**src/rtl/mem_port_arbiter.sv**
```systemverilog
// Two-master arbiter sharing one SRAM-like port between instruction fetch and data access.
// Accepted request sources are queued in order so each response returns to its issuer.
module mem_port_arbiter #(
  parameter int DEPTH = 4
) (
  input  logic        clk,
  input  logic        resetn,

  input  logic        inst_req,
  input  logic        inst_wr,
  input  logic [1:0]  inst_size,
  input  logic [3:0]  inst_wstrb,
  input  logic [31:0] inst_addr,
  input  logic [31:0] inst_wdata,
  output logic        inst_addr_ok,
  output logic        inst_data_ok,
  output logic [31:0] inst_rdata,

  input  logic        data_req,
  input  logic        data_wr,
  input  logic [1:0]  data_size,
  input  logic [3:0]  data_wstrb,
  input  logic [31:0] data_addr,
  input  logic [31:0] data_wdata,
  output logic        data_addr_ok,
  output logic        data_data_ok,
  output logic [31:0] data_rdata,

  output logic        mem_req,
  output logic        mem_wr,
  output logic [1:0]  mem_size,
  output logic [3:0]  mem_wstrb,
  output logic [31:0] mem_addr,
  output logic [31:0] mem_wdata,
  input  logic        mem_addr_ok,
  input  logic        mem_data_ok,
  input  logic [31:0] mem_rdata
);

  typedef enum logic {
    SRC_INST = 1'b0,
    SRC_DATA = 1'b1
  } src_e;

  localparam int PW = $clog2(DEPTH);
  localparam int CW = PW + 1;
  localparam logic [CW-1:0] FULL_COUNT = CW'(DEPTH);

  logic          r_lockValid;
  src_e          r_lockSrc;
  src_e          r_fifo [DEPTH];
  logic [PW-1:0] r_rdPtr;
  logic [PW-1:0] r_wrPtr;
  logic [CW-1:0] r_count;

  src_e w_grant;
  src_e w_head;
  logic w_grantData;
  logic w_grantReq;
  logic w_full;
  logic w_accept;
  logic w_pop;

  // A pending (locked) request keeps the grant; otherwise DATA has fixed priority.
  always_comb begin
    w_grant = SRC_INST;
    if (r_lockValid)
      w_grant = r_lockSrc;
    else if (data_req)
      w_grant = SRC_DATA;
  end

  assign w_grantData = (w_grant == SRC_DATA);
  assign w_grantReq  = w_grantData ? data_req : inst_req;
  assign w_full      = (r_count == FULL_COUNT);
  assign w_head      = r_fifo[r_rdPtr];

  assign mem_req   = resetn & w_grantReq & ~w_full;
  assign mem_wr    = w_grantData ? data_wr    : inst_wr;
  assign mem_size  = w_grantData ? data_size  : inst_size;
  assign mem_wstrb = w_grantData ? data_wstrb : inst_wstrb;
  assign mem_addr  = w_grantData ? data_addr  : inst_addr;
  assign mem_wdata = w_grantData ? data_wdata : inst_wdata;

  assign w_accept     = mem_req & mem_addr_ok;
  assign inst_addr_ok = w_accept & ~w_grantData;
  assign data_addr_ok = w_accept &  w_grantData;

  // Responses with nothing outstanding are ignored rather than misrouted.
  assign w_pop        = resetn & mem_data_ok & (r_count != '0);
  assign inst_data_ok = w_pop & (w_head == SRC_INST);
  assign data_data_ok = w_pop & (w_head == SRC_DATA);
  assign inst_rdata   = mem_rdata;
  assign data_rdata   = mem_rdata;

  always_ff @(posedge clk) begin
    if (!resetn) begin
      r_lockValid <= 1'b0;
      r_lockSrc   <= SRC_INST;
      r_rdPtr     <= '0;
      r_wrPtr     <= '0;
      r_count     <= '0;
    end else begin
      r_lockValid <= w_grantReq & ~w_accept;
      if (w_grantReq & ~w_accept)
        r_lockSrc <= w_grant;
      if (w_accept)
        r_wrPtr <= r_wrPtr + 1'b1;
      if (w_pop)
        r_rdPtr <= r_rdPtr + 1'b1;
      r_count <= r_count + CW'(w_accept) - CW'(w_pop);
    end
  end

  // Tag storage needs no reset: only entries below the count are ever read.
  always_ff @(posedge clk) begin
    if (w_accept)
      r_fifo[r_wrPtr] <= w_grant;
  end

endmodule

```
**config.mk**
```make
export PLATFORM = sky130hd
export DESIGN_NAME = mem_port_arbiter
export DESIGN_NICKNAME = d
export VERILOG_FILES = /design/src/rtl/mem_port_arbiter.sv
export SDC_FILE = /design/constraint.sdc
export NUM_CORES = 1
export LEC_CHECK = 0
export ABC_AREA = 1
export CAP_MARGIN = 5
export CORE_AREA = 2 2 123 125
export CTS_CLUSTER_DIAMETER = 120
export CTS_CLUSTER_SIZE = 28
export DETAILED_ROUTE_END_ITERATION = 16
export DIE_AREA = 0 0 125 127
export PLACE_DENSITY = 0.65
export SYNTH_ARGS = -nofsm -noshare
export SYNTH_HDL_FRONTEND = slang
export SYNTH_SLANG_ARGS = --single-unit
```
**constraint.sdc**
```tcl
create_clock -name clk -period 2.15 [get_ports clk]
set_input_delay 0.3225 -clock clk [delete_from_list [all_inputs] [get_ports clk]]
set_output_delay 0.3225 -clock clk [all_outputs]
set_load 0.03 [all_outputs]
```
==> reports/metrics.cfg <==
[routing]
wl_per_cell_um=11.4
first_pass_iters=4
routed_via_density=3.62
num_vias=2656
drt_iter0_drc=50
drc=0
drt_wl_total_mm=8.40
ant_nets=0

[finish]
num_antenna_cells=0
nets=738
drive_above_1_share_pct=22.9
areaGrowthSynthToFinish_pct=93.9
n_fill_cell=1588

[worst_setup_path]
cp-start-kind=primary input
worstPathArrival_ns=2.13
crit_type=primary input to flop
worstPathRequired_ns=2.28
worstPathMaxFanout=3
r2r_setup_slack_ns=0.16
end_kind=flop

[yosys]
ys_warn_count=0
synthesis.nets=573
yosys.cell_count.top_type=nand2_1
synth-edff-count=4
synth.avg_cell_area_um2=5.72
ys_top_cells_by_area=nand2_1 (37%), buf_4 (22%), dfxtp_1 (10%)
netlist.top_cell.by_area=nand2_1
async_flop_share_pct=0
synth-main-ff-cell=dfxtp_1
yosys.cell_types.count=23
syn-instance-count=386
synth_seq_area_share_pct=15.4
synth_top_area_share_pct=37.2
synth_common_cells=nand2_1 (219), buf_4 (65), inv_1 (19)
synth_area_mm2=0.00221
synth_seq_cells=15

[global_routing]
globalRouteOverflowTotal=0
grt_max_degree=44
grt_pass1_vias=2571
antenna_found_initial=0
grt_usage_pct=9.72
grt_pass1_wl_mm=12.8

[place]
pre_cts_ws_ns=-0.330
globalplace.congestion=0.696
io_buffers=223
hpwlAfterDp_mm=7.16

[clock_tree]
cts_tree=built
htree_levels=1
cts_buffer_depth=2
clkSinkCount=15
ctsHoldBuffers=0
cts_root_buffer=clkbuf_16
numCtsBuffers=3
clk_pin_slew_ns=0.05
insertion_delay_ns=0.25

[power]
leakagePower_uw=0.00214
irDropWorstVdd_v=0.000429
finalPower_uw=2400
cellPowerDensity_mw_per_mm2=561

[run]
drv_cap=0

[outcome]
status=completed

[floorplanning]
die_h_um=127
dieArea_mm2=0.0159
die_w_um=125
ios=320
initial_core_util_pct=15.3
row_count=44
core_area_mm2=0.0144

[min_path]
hold_path.class=flop to flop

[timing]
fin_tns_setup_ns=0
slew_headroom_pct=83.5
fin_skew_ns=0.00100
tightest_slew_ns=0.245
setup_viol=0
clock.fmax_mhz=500
drv_slew=0
postLayoutSetupSlackWorst_ns=0.150
fin_crit_ns=2.00
hold_viol=0
fin_crit_sh_pct=93.0

cells by family (layout without fill, tap and decap cells):
family	after synthesis	after routing	share of synthesized area, %
XOR/XNOR	1	1	0.397
adder cells (fa/ha/maj)	7	7	4.31
flip-flops	15	15	15.4
AND/OR/NAND/NOR	253	253	45.1
buffers and inverters	100	264	32.2
AO/OA/AOI/OAI	10	10	2.61
critical path, stage by stage:
cell and delay (ns):
clkdlybuf4s50_1 0.55, nand3_4 0.10, ha_4 0.21, inv_1 0.05
ha_2 0.15, inv_1 0.05, fa_2 0.37, xnor2_2 0.14
o21ai_1 0.13, a21oi_1 0.05
area by class of cell:
class	count	area [µm²]	area share, %
tap	184	230	5.38
clock buffer	4	78.8	1.84
timing repair buffer	240	2320	54.2
multi-input combinational	271	1210	28.4
sequential	15	348	8.13
inverter	20	87.6	2.05
report_power, final:
| group | switching, µW | leakage [µW] | internal [µW] |
|---|---|---|---|
| clock | 110 | 0.0000382 | 251 |
| sequential | 44.4 | 0.000128 | 346 |
| combinational | 871 | 0.00197 | 780 |
through the flow:
step	area, µm²	hold slack, ns	instances	util (%)
5_1_grt	4280	0.523	734	29.7
3_3_place_gp	4130	0.493	729	28.6
3_5_place_dp	4130	0.492	729	28.6
6_report	4280	0.499	734	29.7
2_1_floorplan	2210	0.416	386	-
4_1_cts	4210	0.501	733	29.2
worst paths after layout:
| kind | start | depth (start not counted) | endpoint |
|---|---|---|---|
| worst min-delay path | r_lockSrc | 2 | r_lockSrc |
| worst max-delay path | mem_addr_ok | 10 | r_count[2] |
| worst min register to register | r_lockSrc | 2 | r_lockSrc |
| worst max register to register | r_count[1] | 13 | r_count[2] |
repair_timing:
item | CTS | global route
buffers inserted | 0 | 1
hold endpoints to repair | 0 | 0
resized for setup | 4 | 19
setup endpoints to repair | 1 | 1
pin swaps | 1 | 5
routing by layer:
metal  track usage [%]  wire [µm]  vias up
li1                  -          -     1415
met1              11.2       3160     1055
met2              16.2       3920      165
met3              4.56       1120       21
met4              2.68        208        0
met5                 0          0        -
cell usage in the layout, fill, tap and decap left out, drive strengths merged, types with 2 or more instances in the layout:
master	count
ha	6
a21oi	4
buf	93
nand3	3
and2	2
nor2	17
inv	20
nand2	229
clkdlybuf4s50	144
edfxtp	4
o21ai	5
dfxtp	11
clkbuf	4
dlygate4sd2	2
Note: power is estimated with default switching activity, not from simulation.
